File: config.mk
export PLATFORM = sky130hd
export DESIGN_NAME = exec_sequencer
export DESIGN_NICKNAME = d
export VERILOG_FILES = /design/src/rtl/exec_pkg.sv /design/src/rtl/lat_counter.sv /design/src/rtl/exec_sequencer.sv
export SDC_FILE = /design/constraint.sdc
export NUM_CORES = 1
export LEC_CHECK = 0
export ABC_AREA = 1
export CAP_MARGIN = 20
export CORE_MARGIN = 5
export CORE_UTILIZATION = 41
export CTS_CLUSTER_DIAMETER = 30
export DETAILED_ROUTE_END_ITERATION = 6
export GPL_TIMING_DRIVEN = 0
export PLACE_DENSITY = 0.77
export SETUP_SLACK_MARGIN = 0.02
export SYNTH_ARGS = -nofsm -noshare
export SYNTH_HDL_FRONTEND = slang
export SYNTH_HIERARCHICAL = 1
export SYNTH_SLANG_ARGS = --single-unit
File: constraint.sdc
create_clock -name CLK -period 3 [get_ports CLK]
set_clock_uncertainty 0.05 [all_clocks]
set_input_delay 0.3 -clock CLK [delete_from_list [all_inputs] [get_ports CLK]]
set_output_delay 0.3 -clock CLK [all_outputs]
set_load 0.01 [all_outputs]
File: src/rtl/exec_pkg.sv
// Shared encodings for the execution sequencer: instruction classes, FSM states,
// instruction field positions and the default regbank control codes.
// Pure declarations; no logic and no state.
package exec_pkg;

   // Instruction class field encodings
   typedef enum logic [1:0] {
      CLS_ALU   = 2'b00,
      CLS_LOAD  = 2'b01,
      CLS_STORE = 2'b10,
      CLS_NOP   = 2'b11
   } cls_e;

   // Sequencer states
   typedef enum logic [2:0] {
      ST_IDLE  = 3'd0,
      ST_ISSUE = 3'd1,
      ST_WAIT  = 3'd2,
      ST_WB    = 3'd3,
      ST_FIN   = 3'd4
   } state_e;

   // Instruction word field positions; OSD is the contiguous {opcode, srcA, srcB, dest}
   localparam int OSD_MSB  = 31;
   localparam int OSD_LSB  = 10;
   localparam int SEL_MSB  = 9;
   localparam int SEL_LSB  = 8;
   localparam int CLS_MSB  = 7;
   localparam int CLS_LSB  = 6;
   localparam int BANK_BIT = 5;

   // Default regbank control codes
   localparam logic [5:0] WB_ALU_CODE_DEF = 6'b000001;
   localparam logic [5:0] WB_MEM_CODE_DEF = 6'b000010;
   localparam logic [5:0] RD_CODE_DEF     = 6'b000001;

   // Latency counter preload: the number of WAIT cycles still to come when ISSUE starts
   function automatic int lat_preload(input cls_e cls, input int exec_lat, input int mem_lat);
      return (cls == CLS_ALU) ? exec_lat - 1 : mem_lat - 1;
   endfunction

endpackage

File: src/rtl/lat_counter.sv
// Loadable down-counter with a zero flag, used to time datapath latencies.
// Latency: load/decrement visible one cycle later; zero is combinational on the count.
// No backpressure: load wins over decrement, decrement saturates at zero.
module lat_counter #(
   parameter int W = 3
) (
   input  logic         clk,
   input  logic         rst,
   input  logic         load,
   input  logic [W-1:0] load_val,
   input  logic         dec,
   output logic         zero
);

   logic [W-1:0] cnt_q;
   logic [W-1:0] cnt_d;

   // Next count: load has priority, decrement stops at zero
   always_comb begin
      cnt_d = cnt_q;
      if (load) begin
         cnt_d = load_val;
      end else if (dec && (cnt_q != '0)) begin
         cnt_d = cnt_q - W'(1);
      end
   end

   // Count register with synchronous clear
   always_ff @(posedge clk) begin
      if (rst) begin
         cnt_q <= '0;
      end else begin
         cnt_q <= cnt_d;
      end
   end

   assign zero = (cnt_q == '0);

endmodule

File: src/rtl/exec_sequencer.sv
// Multi-cycle sequencer: decodes one instruction into datapath controls and holds them.
// Latency: accept to done = ALU EXEC_LAT+2, LOAD MEM_LAT+2, STORE MEM_LAT+1, NOP 1 cycle.
// Backpressure: inst_ready only in IDLE; inputs are ignored while an instruction is in flight.
module exec_sequencer
   import exec_pkg::*;
#(
   parameter int         DATA_WIDTH  = 32,
   parameter int         EXEC_LAT    = 2,
   parameter int         MEM_LAT     = 3,
   parameter logic [5:0] WB_ALU_CODE = WB_ALU_CODE_DEF,
   parameter logic [5:0] WB_MEM_CODE = WB_MEM_CODE_DEF,
   parameter logic [5:0] RD_CODE     = RD_CODE_DEF,
   parameter int         CNT_W       = 16
) (
   input  logic                  CLK,
   input  logic                  RST,
   input  logic                  inst_valid,
   input  logic [31:0]           inst,
   input  logic [DATA_WIDTH-1:0] inst_imm,
   output logic                  inst_ready,
   output logic [21:0]           OSD,
   output logic [1:0]            sel,
   output logic [DATA_WIDTH-1:0] A_imm,
   output logic [DATA_WIDTH-1:0] B_imm,
   output logic [DATA_WIDTH-1:0] ADDR,
   output logic                  X,
   output logic                  Y,
   output logic                  R_W,
   output logic [5:0]            W_INST,
   output logic [5:0]            R_INST,
   output logic                  busy,
   output logic                  done,
   output logic [CNT_W-1:0]      retired
);

   localparam int MAX_LAT = (EXEC_LAT > MEM_LAT) ? EXEC_LAT : MEM_LAT;
   localparam int LAT_W   = $clog2(MAX_LAT) + 1;

   state_e                  state_q, state_d;
   logic [31:5]             word_q, word_d;
   logic [DATA_WIDTH-1:0]   imm_q, imm_d;
   logic                    ready_q, ready_d;
   logic [21:0]             osd_q, osd_d;
   logic [1:0]              sel_q, sel_d;
   logic [DATA_WIDTH-1:0]   addr_q, addr_d;
   logic                    x_q, x_d, y_q, y_d, r_w_q, r_w_d;
   logic [5:0]              w_inst_q, w_inst_d, r_inst_q, r_inst_d;
   logic                    busy_q, busy_d, done_q, done_d;
   logic [CNT_W-1:0]        retired_q, retired_d;

   logic                    accept;
   cls_e                    cls;
   logic                    cnt_load, cnt_dec, cnt_zero;
   logic [LAT_W-1:0]        cnt_val;
   logic                    held, is_mem;
   logic                    rsvd_unused;

   // Reserved instruction bits carry no meaning here
   assign rsvd_unused = ^inst[4:0];

   lat_counter #(.W(LAT_W)) u_lat (
      .clk      (CLK),
      .rst      (RST),
      .load     (cnt_load),
      .load_val (cnt_val),
      .dec      (cnt_dec),
      .zero     (cnt_zero)
   );

   // Next state: the counter is preloaded on accept, so ISSUE already sees the remaining wait
   always_comb begin
      accept   = inst_valid && (state_q == ST_IDLE);
      word_d   = accept ? inst[31:5] : word_q;
      imm_d    = accept ? inst_imm : imm_q;
      cls      = cls_e'(word_d[CLS_MSB:CLS_LSB]);
      cnt_val  = LAT_W'(lat_preload(cls, EXEC_LAT, MEM_LAT));
      cnt_load = 1'b0;
      cnt_dec  = 1'b0;
      state_d  = state_q;
      unique case (state_q)
         ST_IDLE: begin
            if (accept) begin
               cnt_load = 1'b1;
               state_d  = (cls == CLS_NOP) ? ST_FIN : ST_ISSUE;
            end
         end
         ST_ISSUE, ST_WAIT: begin
            if (cnt_zero) begin
               state_d = (cls == CLS_STORE) ? ST_FIN : ST_WB;
            end else begin
               cnt_dec = 1'b1;
               state_d = ST_WAIT;
            end
         end
         ST_WB:   state_d = ST_FIN;
         ST_FIN:  state_d = ST_IDLE;
         default: state_d = ST_IDLE;
      endcase
   end

   // Next outputs, decoded from the next state so every control is a flop output
   always_comb begin
      held     = (state_d == ST_ISSUE) || (state_d == ST_WAIT) || (state_d == ST_WB);
      is_mem   = (cls == CLS_LOAD) || (cls == CLS_STORE);
      osd_d    = held ? word_d[OSD_MSB:OSD_LSB] : '0;
      sel_d    = held ? word_d[SEL_MSB:SEL_LSB] : '0;
      addr_d   = held ? imm_d : '0;
      x_d      = held && is_mem && !word_d[BANK_BIT];
      y_d      = held && is_mem && word_d[BANK_BIT];
      r_w_d    = held && (cls == CLS_LOAD);
      r_inst_d = (held && ((cls == CLS_ALU) || (cls == CLS_STORE))) ? RD_CODE : '0;
      w_inst_d = '0;
      if (state_d == ST_WB) begin
         w_inst_d = (cls == CLS_ALU) ? WB_ALU_CODE : WB_MEM_CODE;
      end
      // busy already drops in FIN, together with the other datapath controls
      busy_d    = held;
      done_d    = (state_d == ST_FIN);
      ready_d   = (state_d == ST_IDLE);
      retired_d = retired_q + CNT_W'(done_d);
   end

   // State, instruction latch and registered outputs
   always_ff @(posedge CLK) begin
      if (RST) begin
         state_q   <= ST_IDLE;
         word_q    <= '0;
         imm_q     <= '0;
         ready_q   <= 1'b1;
         osd_q     <= '0;
         sel_q     <= '0;
         addr_q    <= '0;
         x_q       <= 1'b0;
         y_q       <= 1'b0;
         r_w_q     <= 1'b0;
         w_inst_q  <= '0;
         r_inst_q  <= '0;
         busy_q    <= 1'b0;
         done_q    <= 1'b0;
         retired_q <= '0;
      end else begin
         state_q   <= state_d;
         word_q    <= word_d;
         imm_q     <= imm_d;
         ready_q   <= ready_d;
         osd_q     <= osd_d;
         sel_q     <= sel_d;
         addr_q    <= addr_d;
         x_q       <= x_d;
         y_q       <= y_d;
         r_w_q     <= r_w_d;
         w_inst_q  <= w_inst_d;
         r_inst_q  <= r_inst_d;
         busy_q    <= busy_d;
         done_q    <= done_d;
         retired_q <= retired_d;
      end
   end

   assign inst_ready = ready_q;
   assign OSD        = osd_q;
   assign sel        = sel_q;
   assign A_imm      = addr_q;
   assign B_imm      = addr_q;
   assign ADDR       = addr_q;
   assign X          = x_q;
   assign Y          = y_q;
   assign R_W        = r_w_q;
   assign W_INST     = w_inst_q;
   assign R_INST     = r_inst_q;
   assign busy       = busy_q;
   assign done       = done_q;
   assign retired    = retired_q;

endmodule

==> results.json <==
{
  "status": "finished clean",
  "ys_ff_latch": 146,
  "ys_seq_area_frac": 0.473,
  "die_area_um2": 17600,
  "vias_per_cell": 4.23,
  "synth_largest_type_area_fraction": 0.473,
  "cap_violations": 0,
  "synth.largest_area_cell": "dfxtp_1",
  "setup.worst_path.start_class": "input port",
  "critPathCaptureType": "flip-flop",
  "fin_crit_sh": 0.927,
  "placedCellCount": 1112,
  "grt_overflow": 0,
  "pre_cts_slack_ns": -0.632,
  "r2r_end": "retired[8]",
  "seq_area_um2": 2930,
  "p_per_area_nw_per_um2": 981,
  "cts.reportedPaths.clkPinSlew_ns": 0.06,
  "grt_antenna_before_repair": 0,
  "hpwl_mm": 10.7,
  "maxSlewHeadroom": 0.637,
  "ys_types": 35,
  "ios": 221,
  "required_ns": 3.26,
  "htree_levels": 4,
  "cts_sinks": 146,
  "peakVddDrop_uv": 479,
  "multi_input_area_um2": 2150,
  "drc": 0,
  "first_global_vias": 4940,
  "r2r.worst_path.cells": 19,
  "via_count": 4870,
  "insertion_delay_ns": 0.42,
  "syn_area_per_cell_um2": 8.67,
  "wl_per_cell_um": 12.5,
  "netlist_area_um2": 6180,
  "grt_max_degree": 17,
  "cts_tree": "built",
  "synth_edf_count": 0,
  "whs_endpoint": "retired[15]",
  "hold_violations": 0,
  "drt_iter0_drc": 203,
  "grtUsageTotal": 0.167,
  "fin_crit_ns": 2.78,
  "timing.hold.ws_ns": 0.422,
  "clk_path_buf_depth": 2,
  "cts-root-buf": "clkbuf_16",
  "first_pass_iters": 6,
  "die_w_um": 133,
  "antenna_left": 0,
  "hold_depth": 2,
  "min_path_type": "reg2reg",
  "yosys_warnings": 6,
  "wirelength_mm": 14.4,
  "insertedDiodeCount": 0,
  "setup_slack_ns": 0.218,
  "crit_arrival_ns": 3.05,
  "critical_path_class": "in2reg",
  "tightest_slew_ns": 0.545,
  "drv_slew": 0,
  "cts_buffers": 17,
  "instances_no_fill": 1150,
  "syn_to_final_growth_pct": 50.3,
  "leakage_nw": 4.28,
  "finalSetupViolations": 0,
  "fill_cells": 1198,
  "r2r_slack_ns": 0.24,
  "grt_pass1_wl_mm": 23.8,
  "crit_path_max_fanout": 7,
  "ctsHoldBuffers": 0,
  "core_area_um2": 14600,
  "die_h_um": 133,
  "synth_area_leaders": "dfxtp_1, buf_4, o211ai_2",
  "rsz0062_at_grt": "no",
  "finalPower_mw": 9.12,
  "place_congestion": 0.828,
  "min_from": "retired[15]",
  "max_freq_mhz": 359,
  "yosys-top-cells-count": "dfxtp_1, inv_1, nor2_1, buf_4, nand2_1",
  "yosysMostFrequentCell": "dfxtp_1",
  "drive_gt1_frac": 0.268,
  "synthFlopType": "dfxtp_1",
  "synthArstFlopShare": 0,
  "syn_inst": 713,
  "layout.nets": 1031,
  "numPortBuffers": 206,
  "rows": 44,
  "start_util": 0.422,
  "r2r-start": "state_q[0]",
  "fin_tns_setup_ns": 0
}
==> flip-flops by register name (all words and copies together) (netlist names) <==
name and count:
ADDR 32, OSD 22, R_INST 1, R_W 1, W_INST 2, X 1, Y 1, busy 1
done 1, imm_q 32, inst_ready 1, retired 16, sel 2, state_q 3, u_lat/cnt_q 3, word_q 27
==> placed cells by master (no fill, tap or decap), types with 3 or more instances in the layout <==
master | netlist | routed
clkbuf_8 | 0 | 3
nor2_4 | 1 | 4
a21oi_1 | 7 | 7
clkdlybuf4s50_1 | 0 | 206
nand2_2 | 31 | 33
conb_1 | 1 | 10
inv_1 | 124 | 122
nand4_1 | 3 | 3
nand2_1 | 64 | 61
nor2_1 | 87 | 83
clkbuf_16 | 0 | 17
o211ai_2 | 40 | 40
ha_1 | 10 | 7
dfxtp_2 | 0 | 3
buf_6 | 10 | 10
nand2_4 | 2 | 3
buf_2 | 8 | 7
inv_2 | 4 | 6
nor2_2 | 32 | 33
clkbuf_1 | 4 | 5
clkinv_2 | 0 | 3
nand3_1 | 12 | 12
bufinv_16 | 0 | 5
or2_0 | 10 | 10
buf_4 | 75 | 82
o21ai_0 | 16 | 15
or2_1 | 5 | 5
dfxtp_1 | 146 | 143
o21ai_1 | 6 | 7
==> worst max-delay path by stage <==
stage	startpoint	to
after detailed placement	inst_valid	retired[10]
after floorplan	state_q[1]	retired[10]
after global placement	inst_valid	retired[10]
final	inst_valid	retired[8]
after CTS	state_q[0]	retired[10]
after global routing	inst_valid	retired[10]
==> cell families (layout without fill, tap and decap cells) <==
family / count (synthesis) / in the layout / share of synthesized area
and+or+nand+nor: 252 / 252 / 0.195
buffers and inverters: 227 / 471 / 0.197
DFF: 146 / 146 / 0.473
AOI/OAI and AO/OA: 76 / 76 / 0.113
adders and majority gates: 10 / 10 / 0.0202
other: 1 / 10 / 0.000606
xor gates and xnor gates: 1 / 1 / 0.00142
==> through the flow <==
stage	utilization	instance area (um2)
after floorplan	-	6220
after global placement	0.581	8510
after detailed placement	0.581	8510
after CTS	0.628	9190
after global routing	0.635	9300
final	0.635	9300
==> metal layers <==
layer | global-route usage | wire length [um] | share of wire
met1 | 0.187 | 6020 | 0.42
met2 | 0.293 | 7220 | 0.50
met3 | 0.0596 | 960 | 0.067
met5 | 0 | 0 | 0
met4 | 0.0548 | 188 | 0.013
==> power breakdown <==
part / total [mW] / internal [mW] / leakage, nW / switching, mW
clock network: 2.31 / 1.53 / 0.315 / 0.780
registers: 2.74 / 2.51 / 1.20 / 0.233
logic: 4.07 / 2.08 / 2.77 / 1.98
==> what timing repair did <==
| action | CTS | global route |
|---|---|---|
| endpoints found under the hold margin | 0 | 0 |
| resized for setup | 8 | 19 |
| endpoints found under the setup margin | 7 | 12 |
| pin swaps | 2 | 5 |
| setup buffers | 1 | 6 |
==> final cells by class <==
class	instances	area share
inverter	129	0.0521
clock inverter	10	0.0194
buffer	98	0.0801
timing repair buffer	213	0.227
sequential	146	0.315
tap	184	0.0248
multi-input combinational	349	0.231
clock buffer	21	0.0506
==> worst max-delay path, cell delays in order <==
cell	delay, ns
clkdlybuf4s50_1	0.46
inv_1	0.06
nor2_4	0.11
nand2_4	0.09
buf_8	0.14
o21a_4	0.21
inv_2	0.07
ha_1	0.14
nand2_1	0.08
nand3_2	0.11
inv_1	0.08
nor2_4	0.11
inv_1	0.07
nor2_2	0.14
ha_2	0.21
ha_4	0.14
nand2_4	0.07
nor3b_1	0.28
nand2_1	0.08
nand2_1	0.06
nor2_1	0.04
(Power assumes the default switching activity.)
